[src/rtl/mac_pkg.sv]
// Shared widths, psum limits and FSM state type for the MAC accumulation lane.
package mac_pkg;

    localparam int DATA_W = 8;
    localparam int PSUM_W = 24;

    localparam logic signed [PSUM_W-1:0] PSUM_MAX = 24'sh7FFFFF;
    localparam logic signed [PSUM_W-1:0] PSUM_MIN = 24'sh800000;

    typedef enum logic [1:0] {
        IDLE  = 2'd0,
        ACCUM = 2'd1,
        DONE  = 2'd2
    } state_t;

endpackage

[src/rtl/mac_accum_seq_mac.sv]
// Combinational 8x8+24 MAC: signed int8 product, sign-extended, added to a 24-bit psum (wraps).
module mac_accum_seq_mac
    import mac_pkg::*;
(
    input  logic signed [DATA_W-1:0] ifmap,
    input  logic signed [DATA_W-1:0] filter,
    input  logic signed [PSUM_W-1:0] psum_in,
    output logic signed [PSUM_W-1:0] updated_psum
);

    logic signed [2*DATA_W-1:0] product;
    logic signed [PSUM_W-1:0]   product_ext;

    // 16 bits hold every int8 product exactly, including -128 * -128 = +16384.
    assign product     = ifmap * filter;
    assign product_ext = {{(PSUM_W-2*DATA_W){product[2*DATA_W-1]}}, product};
    assign updated_psum = psum_in + product_ext;

endmodule

[src/rtl/mac_accum_seq.sv]
// One PE accumulation lane: seeds a psum, accumulates KLEN int8 pairs through the MAC, hands the result on.
// Build option ACC_SAT_EN: saturate the running psum instead of wrapping and report it on sat_flag.
module mac_accum_seq
    import mac_pkg::*;
#(
    parameter int KLEN  = 9,
    parameter int CNT_W = 8
) (
    input  logic                     clk,
    input  logic                     rst_n,
    input  logic                     start,
    input  logic signed [PSUM_W-1:0] psum_init,
    input  logic                     in_valid,
    output logic                     in_ready,
    input  logic signed [DATA_W-1:0] ifmap,
    input  logic signed [DATA_W-1:0] filter,
    output logic                     out_valid,
    input  logic                     out_ready,
    output logic signed [PSUM_W-1:0] result,
    output logic                     busy,
    output logic                     sat_flag,
    output state_t                   dbg_state
);

    // Handshakes: a transfer happens on a rising edge where valid and ready are both high.
    // in_ready depends only on state; out_valid/result stay stable until out_ready takes them.

    state_t                   state;
    state_t                   state_nxt;
    logic [CNT_W-1:0]         cnt;
    logic signed [PSUM_W-1:0] psum_q;
    logic signed [PSUM_W-1:0] psum_nxt;
    logic signed [PSUM_W-1:0] mac_psum_in;
    logic signed [PSUM_W-1:0] mac_out;
    logic                     accept;
    logic                     last_pair;
    logic                     start_ok;

    assign accept    = in_valid && in_ready;
    assign last_pair = (cnt == CNT_W'(KLEN - 1));
    assign start_ok  = (state == IDLE) && start;

    mac_accum_seq_mac u_mac (
        .ifmap       (ifmap),
        .filter      (filter),
        .psum_in     (mac_psum_in),
        .updated_psum(mac_out)
    );

`ifdef ACC_SAT_EN
    logic signed [PSUM_W-1:0] sum;
    logic                     step_ovf;
    logic                     sat_q;

    // MAC runs with a zero psum, so its output is the sign-extended product alone.
    assign mac_psum_in = '0;
    assign sum         = psum_q + mac_out;
    assign step_ovf    = (psum_q[PSUM_W-1] == mac_out[PSUM_W-1]) &&
                         (sum[PSUM_W-1] != psum_q[PSUM_W-1]);
    assign psum_nxt    = !step_ovf ? sum : (psum_q[PSUM_W-1] ? PSUM_MIN : PSUM_MAX);

    always_ff @(posedge clk) begin
        if (!rst_n) begin
            sat_q <= 1'b0;
        end else if (start_ok) begin
            sat_q <= 1'b0;
        end else if (accept && step_ovf) begin
            sat_q <= 1'b1;
        end
    end

    assign sat_flag = sat_q;
`else
    assign mac_psum_in = psum_q;
    assign psum_nxt    = mac_out;
    assign sat_flag    = 1'b0;
`endif

    always_ff @(posedge clk) begin
        if (!rst_n) begin
            state <= IDLE;
        end else begin
            state <= state_nxt;
        end
    end

    always_comb begin
        state_nxt = state;
        case (state)
            IDLE:    if (start) state_nxt = ACCUM;
            ACCUM:   if (accept && last_pair) state_nxt = DONE;
            DONE:    if (out_ready) state_nxt = IDLE;
            default: state_nxt = IDLE;
        endcase
    end

    always_comb begin
        in_ready  = (state == ACCUM);
        out_valid = (state == DONE);
        busy      = (state != IDLE);
        dbg_state = state;
    end

    always_ff @(posedge clk) begin
        if (!rst_n) begin
            psum_q <= '0;
            cnt    <= '0;
            result <= '0;
        end else if (start_ok) begin
            psum_q <= psum_init;
            cnt    <= '0;
        end else if (accept) begin
            psum_q <= psum_nxt;
            if (last_pair) begin
                result <= psum_nxt;
            end else begin
                cnt <= cnt + CNT_W'(1);
            end
        end
    end

endmodule

[config.mk]
export PLATFORM = sky130hd
export DESIGN_NAME = mac_accum_seq
export DESIGN_NICKNAME = d
export VERILOG_FILES = /design/src/rtl/mac_pkg.sv /design/src/rtl/mac_accum_seq_mac.sv /design/src/rtl/mac_accum_seq.sv
export SDC_FILE = /design/constraint.sdc
export NUM_CORES = 1
export LEC_CHECK = 0
export CAP_MARGIN = 15
export CORE_ASPECT_RATIO = 0.8
export CORE_MARGIN = 2
export CORE_UTILIZATION = 50
export CTS_CLUSTER_DIAMETER = 80
export CTS_CLUSTER_SIZE = 24
export DETAILED_ROUTE_END_ITERATION = 8
export DONT_BUFFER_PORTS = 1
export GPL_TIMING_DRIVEN = 0
export PLACE_DENSITY = 0.68
export SLEW_MARGIN = 20
export SYNTH_ARGS = -nofsm -noshare
export SYNTH_HDL_FRONTEND = slang
export SYNTH_SLANG_ARGS = --single-unit
[constraint.sdc]
create_clock -name clk -period 10.45 [get_ports clk]
set_input_delay 1.045 -clock clk [delete_from_list [all_inputs] [get_ports clk]]
set_output_delay 1.045 -clock clk [all_outputs]
set_load 0.05 [all_outputs]
==> results of run 1 <==
==> placed cells by master (no fill, tap or decap), types with 3 or more instances in the layout <==
cell type / count
a211oi_1: 3
a21o_1: 6
a21oi_1: 51
a22o_1: 3
a22oi_1: 20
a31oi_1: 5
and2_1: 36
and3_1: 4
buf_2: 3
clkbuf_1: 22
clkbuf_16: 9
dfxtp_1: 58
fa_1: 104
ha_1: 56
inv_1: 93
nand2_1: 88
nand2b_1: 4
nand3_1: 15
nand4_1: 10
nor2_1: 35
nor3_1: 4
nor4b_1: 3
o211ai_1: 3
o21a_1: 3
o21ai_0: 21
o21bai_1: 3
o22ai_1: 3
or3_1: 4
xnor2_1: 15
xor2_1: 9
==> path summary, 6_finish.rpt <==
check	startpoint	to	slack [ps]	depth (start not counted)
max	filter[0]	result[21]	4270	15
min	mac_psum_in[3]	mac_psum_in[3]	460	2
max reg2reg	mac_psum_in[6]	result[21]	5280	16
min reg2reg	mac_psum_in[3]	mac_psum_in[3]	460	2
==> tightest hold or removal path, cell delays in order, from the launching register on <==
cell and delay, ps:
dfxtp_1 300, nand2_1 50, a21oi_1 50
==> kinds of logic (layout without fill, tap and decap cells) <==
group	after synthesis	count (layout)	synth area share [%]
compound gates	135	135	12.9
mux	3	3	0.475
other cells	1	1	0.0569
xor+xnor	25	25	3.53
flops	58	58	17.6
simple gates	217	217	16.2
buf+inv	120	135	7.00
fa+ha+maj	160	160	42.2
==> flip-flops by register name (all words and copies together), names as in the netlist <==
name and cells:
cnt 8, dbg_state 2, mac_psum_in 24, result 24
==> stage by stage <==
step           setup slack [ps]  cells
5_1_grt                    3910    909
3_3_place_gp               3640    894
3_5_place_dp               3600    894
2_1_floorplan              4220    719
6_report                   4270    909
4_1_cts                    3890    909
==> cell type report <==
| class | instances | share of cell area, % |
|---|---|---|
| Clock buffer | 12 | 3.47 |
| Buffer | 26 | 1.53 |
| Tap cell | 175 | 3.08 |
| Inverter | 94 | 4.97 |
| Clock inverter | 3 | 0.564 |
| Multi-Input combinational cell | 541 | 70.0 |
| Sequential cell | 58 | 16.4 |
==> per-layer routing <==
metal | vias to the layer above | GRT usage [%] | share of wire (%)
met5 | - | 0 | 0
met4 | 0 | 5.22 | 1.3
met3 | 24 | 6.00 | 6.5
met2 | 149 | 39.4 | 49
met1 | 2552 | 32.0 | 43
li1 | 2396 | - | -
==> results by group, run 1 <==
Drt
  • Drt first pass iters: 5
  • Via count: 5121
  • Via/cell ratio: 5.63
  • Routed len/inst: 17.5 µm
  • Routed Antenna Nets: 0
  • Iter 0 DRT Violations: 211
  • Total wire length: 15.9 mm
  • DRC violation count after routing: 0

Critical path
  • Crit end category: flip-flop
  • CP arrival: 6390 ps
  • WS Path Type: in -> reg
  • Crit path max-delay family: adder cells
  • WP data required: 10650 ps
  • Slowest CP cell: a211oi_1
  • Worst path cell trace: and2_2 -> inv_1 -> fa_1 -> inv_1 -> fa_1 -> fa_1 -> fa_1 -> fa_1 -> ha_1 -> o211ai_1 -> o21ai_0 -> a211oi_1 -> o21ai_0 -> xnor2_1 -> o21ai_0
  • Critical path peak fanout: 17
  • Critical path buffers and inverters: 2
  • Most used cell, CP: fa_1
  • CP startpoint kind: input pin
  • Critical path's largest stage delay: 690 ps

Logic synthesis
  • Synth area leader: fa_1
  • Commonest cells in the netlist: 104 x fa_1, 93 x inv_1, 88 x nand2_1, 58 x dfxtp_1, 56 x ha_1
  • Register area share after synthesis: 17.6%
  • Synth Warn #: 0
  • Syn nets: 924
  • Post-synthesis instance area: 6590 µm²
  • Asr flop ratio synth: 0%
  • Top FF cell, synth: dfxtp_1
  • Synthesized area per cell: 9.17 µm²
  • Post-synth EDFFs: 0
  • Synth top area cells: fa_1 32%, dfxtp_1 18%, ha_1 11%, inv_1 5.3%, nand2_1 5.0%
  • Cell with the most instances after synthesis: fa_1
  • FF+latch count, synth: 58
  • Cells after Synth: 719
  • Yosys cell types: 55
  • Post-synth top area share: 31.6%

Place
  • Placer Congestion: 0.870
  • DP HPWL: 13.2 mm
  • DP Area: 6810 µm²
  • Buffers on Ports: 0

Floorplan
  • Core region area: 12900 µm²
  • Initial Util: 51.2%
  • Row count: 37
  • Die W: 132 µm
  • Die area: 14100 µm²
  • IO Pins: 75
  • Chip height: 107 µm

Clocking
  • Post-CTS Setup Bufs: 0
  • Total clock buffers created by CTS: 9
  • Post_cts resized: 0
  • Deepest clock path buffer count: 2
  • TritonCTS clock tree: built
  • CTS clk-pin slew, worst paths: 50 ps
  • # H-tree levels: 3
  • CTS Root Cell: clkbuf_16
  • Clock sink count: 58
  • CTS Hold Bufs: 0
  • Worst-skew pair later-pin latency: 330 ps

Global route
  • Pin count of the biggest net entering global routing: 18
  • Grt total ovfl: 0
  • GR Util All Layers: 23.9%
  • Vias in the first global route: 5221
  • First-pass GRT wire length: 26.7 mm
  • Antenna violations before repair: 0

Timing
  • Setup_tns: 0 ps
  • RSZ-0062 raised after global routing: no
  • Tmin final: 6180 ps
  • FMAX: 162 MHz
  • Final setup fails: 0
  • Skew final: 3.83 ps
  • Final Slew Violations: 0
  • Hold Violations, Final: 0
  • Final period utilization: 59.2%
  • Worst Tran Pin Value: 1010 ps
  • Worst slew margin: 32.8%
  • Worst Hold Slack: 459 ps

Finish
  • Area grow syn2layout: 7.69%
  • Fin area: 7100 µm²
  • Register area: 1160 µm²
  • Multi-input gate area: 4970 µm²
  • Final-layout fill cell count: 1197
  • Core Util, Final: 55.2%
  • Antenna Cells: 0
  • Share of layout cells above drive strength 1: 3.81%
  • # nets final: 935

Run
  • Max-Cap Viols: 0

Min path
  • Hold crit path type: reg -> reg

Outcome
  • Outcome: finished clean
Power of run 1 is left out: the tool's default activity adds up to more than one toggle a clock period on the data nets, which glitch-free logic cannot reach.
==> run 2, diff against run 1 <==
clock period = 5.93 ns   (was 10.45 ns; I/O delays follow)
==> results by group, run 2 (same netlist as run 1, synthesis figures left out) <==
Floorplan
  • IO Pins: 75
  • Initial Util: 51.2%
  • Core region area: 12900 µm²
  • Die W: 132 µm
  • Die area: 14100 µm²
  • Chip height: 107 µm
  • Row count: 37

Critical path
  • Critical path peak fanout: 17
  • CP startpoint kind: input pin
  • Crit end category: flip-flop
  • WP data required: 6170 ps
  • WS Path Type: in -> reg
  • CP arrival: 5900 ps

Drt
  • Drt first pass iters: 5
  • DRC violation count after routing: 0
  • Via/cell ratio: 5.64
  • Iter 0 DRT Violations: 208
  • Via count: 5131
  • Routed len/inst: 17.6 µm
  • Routed Antenna Nets: 0
  • Total wire length: 16.0 mm

Global route
  • Vias in the first global route: 5221
  • First-pass GRT wire length: 26.7 mm
  • Pin count of the biggest net entering global routing: 18
  • Grt total ovfl: 0
  • Antenna violations before repair: 0
  • GR Util All Layers: 23.9%

Clocking
  • TritonCTS clock tree: built
  • Post-CTS Setup Bufs: 0
  • CTS Root Cell: clkbuf_16
  • CTS Hold Bufs: 0
  • Deepest clock path buffer count: 2
  • CTS clk-pin slew, worst paths: 50 ps
  • Total clock buffers created by CTS: 9
  • # H-tree levels: 3
  • Worst-skew pair later-pin latency: 330 ps
  • Clock sink count: 58

Timing
  • RSZ-0062 raised after global routing: no
  • Worst slew margin: 32.8%
  • Final Slew Violations: 0
  • Final setup fails: 0
  • Hold Violations, Final: 0
  • Skew final: 4.26 ps
  • Worst Tran Pin Value: 1010 ps
  • FMAX: 177 MHz
  • Tmin final: 5660 ps
  • Final period utilization: 95.4%

Place
  • DP Cell Count: 894
  • Buffers on Ports: 0
  • DP Area: 6810 µm²
  • Placer Congestion: 0.870
  • DP HPWL: 13.2 mm

Finish
  • Fin area: 7100 µm²
  • Final cell count without fillers: 909
  • Core Util, Final: 55.2%
  • Area grow syn2layout: 7.76%
  • Commonest non-fill, non-tap cell in the layout: fa_1
  • Share of layout cells above drive strength 1: 3.95%
  • # nets final: 935
  • Most frequent cells in the layout: 104 x fa_1, 93 x inv_1, 88 x nand2_1
  • Antenna Cells: 0

Run
  • Max-Cap Viols: 0

Outcome
  • Outcome: finished clean

Min path
  • Hold crit path type: in -> reg
==> run 2: critical path, cell delays in order <==
cell and delay, ps:
and2_2 520, inv_1 130, fa_1 510, inv_1 60
fa_1 510, fa_1 460, fa_1 590, fa_1 430
ha_1 370, and3_1 210, a221oi_2 460, o21ai_2 170
a211oi_2 400, mux2_2 380, o211ai_1 90
==> run 2: cell type report <==
type	instances	area [µm²]
multi-input combinational	541	4970
buffer	26	109
fill	1198	5770
sequential	58	1160
clock buffer	12	246
clock inverter	3	40.0
tap	175	219
inverter	94	353
==> run 2: stage by stage <==
step	worst slack [ps]	setup TNS, ps	hold WS, ps
after floorplan	155	0	436
after global placement	-424	-3390	449
after global routing	49.2	0	474
after CTS	248	0	423
after detailed placement	-473	-5040	454
final	272	0	429
==> run 2: worst paths after layout <==
check / startpoint / cells past startpoint / slack [ps] / end
worst max register to register: mac_psum_in[6] / 16 / 840 / mac_psum_in[20]
worst min-delay path: start / 2 / 430 / dbg_state[0]
worst min register to register: mac_psum_in[3] / 2 / 460 / mac_psum_in[3]
worst max-delay path: filter[0] / 15 / 270 / mac_psum_in[20]
==> run 2: timing repair <==
item | in CTS | in global routing
gates resized for setup | 1 | 1
cloned | 0 | 0
setup endpoints to repair | 6 | 2
==> run 2: per-layer routing <==
metal / global-route usage [%] / vias to the layer above / share of wire [%]
met5: 0 / - / 0
met4: 5.22 / 0 / 1.3
met3: 6.00 / 19 / 6.4
met2: 39.4 / 156 / 49
met1: 32.0 / 2558 / 43
li1: - / 2398 / -
Power of run 2 is left out for the same reason.
==> run 3, diff against run 2 <==
clock period = 5.5 ns   (was 5.93 ns; I/O delays follow)
==> results by group, run 3 (same netlist as run 1, synthesis figures left out) <==
Timing
  • Final Slew Violations: 0
  • Worst slew margin: 31.8%
  • Tmin final: 5270 ps
  • Hold Violations, Final: 0
  • Worst Tran Pin Value: 1020 ps
  • FMAX: 190 MHz
  • Final setup fails: 0
  • Final period utilization: 95.9%
  • Setup_tns: 0 ps
  • Skew final: 6.19 ps
  • RSZ-0062 raised after global routing: no

Global route
  • First-pass GRT wire length: 27.2 mm
  • Grt total ovfl: 0
  • Antenna violations before repair: 0
  • GR Util All Layers: 24.2%
  • Met1 GRT Util: 31.8%
  • Pin count of the biggest net entering global routing: 18
  • GR Util met2: 40.6%
  • Met3 usage: 5.86%
  • Grt peak-use layer: met2
  • Vias in the first global route: 5337

Finish
  • Multi-input gate area: 4980 µm²
  • Share of layout cells above drive strength 1: 4.62%
  • Commonest non-fill, non-tap cell in the layout: fa_1
  • Final-layout fill cell count: 1190
  • Area grow syn2layout: 8.52%
  • # nets final: 936
  • Register area: 1160 µm²
  • Most frequent cells in the layout: 103 x fa_1, 93 x inv_1, 88 x nand2_1
  • Antenna Cells: 0
  • Final cell count without fillers: 911

Critical path
  • Critical Path Start: filter[7]
  • WS Path Type: in -> reg
  • Most used cell, CP: fa_1
  • Reg-to-Reg Start: mac_psum_in[6]
  • Critical path's largest stage delay: 610 ps
  • Worst R2R Setup Slack: 410 ps
  • Worst setup path end: mac_psum_in[20]
  • WP data required: 5750 ps
  • CP startpoint kind: input pin
  • Crit end category: flip-flop
  • Slowest CP cell: fa_1
  • Critical path peak fanout: 8
  • CP arrival: 5520 ps
  • Worst r2r dst: mac_psum_in[20]
  • Reg2Reg Depth: 16
  • Worst path cell trace: clkinv_1 -> fa_1 -> inv_1 -> fa_1 -> fa_1 -> fa_1 -> fa_1 -> ha_1 -> and3_1 -> a221oi_2 -> o21ai_2 -> a211oi_2 -> mux2_2 -> o211ai_1

Floorplan
  • Core region area: 12900 µm²
  • Row count: 37
  • Die area: 14100 µm²
  • Chip height: 107 µm
  • Die W: 132 µm
  • IO Pins: 75
  • Initial Util: 51.2%

Place
  • DP Cell Count: 894
  • DP HPWL: 13.1 mm
  • Placer Congestion: 0.888
  • Buffers on Ports: 0

Drt
  • Drt first pass iters: 5
  • Iter 0 DRT Violations: 268
  • Routed Antenna Nets: 0
  • Routed len/inst: 17.5 µm
  • Via/cell ratio: 5.66
  • Total wire length: 16.0 mm
  • Via count: 5159
  • DRC violation count after routing: 0

Clocking
  • Worst-skew pair later-pin latency: 330 ps
  • CTS Root Cell: clkbuf_16
  • TritonCTS clock tree: built
  • Total clock buffers created by CTS: 9
  • Clock sink count: 58
  • Deepest clock path buffer count: 2
  • # H-tree levels: 3
  • CTS clk-pin slew, worst paths: 50 ps

Outcome
  • Outcome: finished clean

Run
  • Max-Cap Viols: 0

Min path
  • Hold crit path type: in -> reg
run 3: worst min path at each step:
stage	from	to	slack (ps)	cells after the start
detailed placement	mac_psum_in[3]	mac_psum_in[3]	450	2
global placement	mac_psum_in[5]	mac_psum_in[5]	450	2
CTS	start	dbg_state[0]	380	2
global route	start	dbg_state[0]	410	2
finish	start	dbg_state[0]	390	2
floorplan	mac_psum_in[1]	mac_psum_in[1]	440	2
run 3: per-stage QoR:
stage	utilization, %	instance area, µm²	hold WS (ps)	worst slack [ps]
detailed placement	52.9	6810	450	-493
global route	55.6	7150	412	9.66
floorplan	-	6590	436	82.5
finish	55.6	7150	388	227
global placement	52.9	6810	450	-435
CTS	55.5	7140	385	73.6
run 3: area by class of cell:
cell class / count / area share, %
Timing Repair Buffer: 1 / 0.105
Sequential cell: 58 / 16.2
Inverter: 94 / 4.93
Multi-Input combinational cell: 541 / 69.7
Tap cell: 175 / 3.06
Clock buffer: 12 / 3.45
Buffer: 26 / 1.52
Clock inverter: 4 / 1.05
run 3: timing repair:
action / 4_1_cts / 5_1_grt
pin swaps: 0 / 1
resized for setup: 3 / 2
setup endpoints to repair: 9 / 3
hold buffers: 0 / 0
buffers inserted: 0 / 1
run 3: critical path, delay by kind of cell:
| kind | cells | cell delay, ps |
|---|---|---|
| buffers and inverters | 2 | 280 |
| AND/OR/NAND/NOR | 1 | 210 |
| adder cells (fa/ha/maj) | 6 | 2990 |
| multiplexers | 1 | 380 |
| AO/OA/AOI/OAI | 4 | 1110 |
run 3: routing by layer:
layer  up-vias  part of all wire [%]  wire, µm
met4         0                   2.1       335
li1       2395                     -         -
met3        29                   6.0       952
met1      2596                    44      6960
met2       139                    48      7730
met5         -                     0         0
Power of run 3 is left out for the same reason.
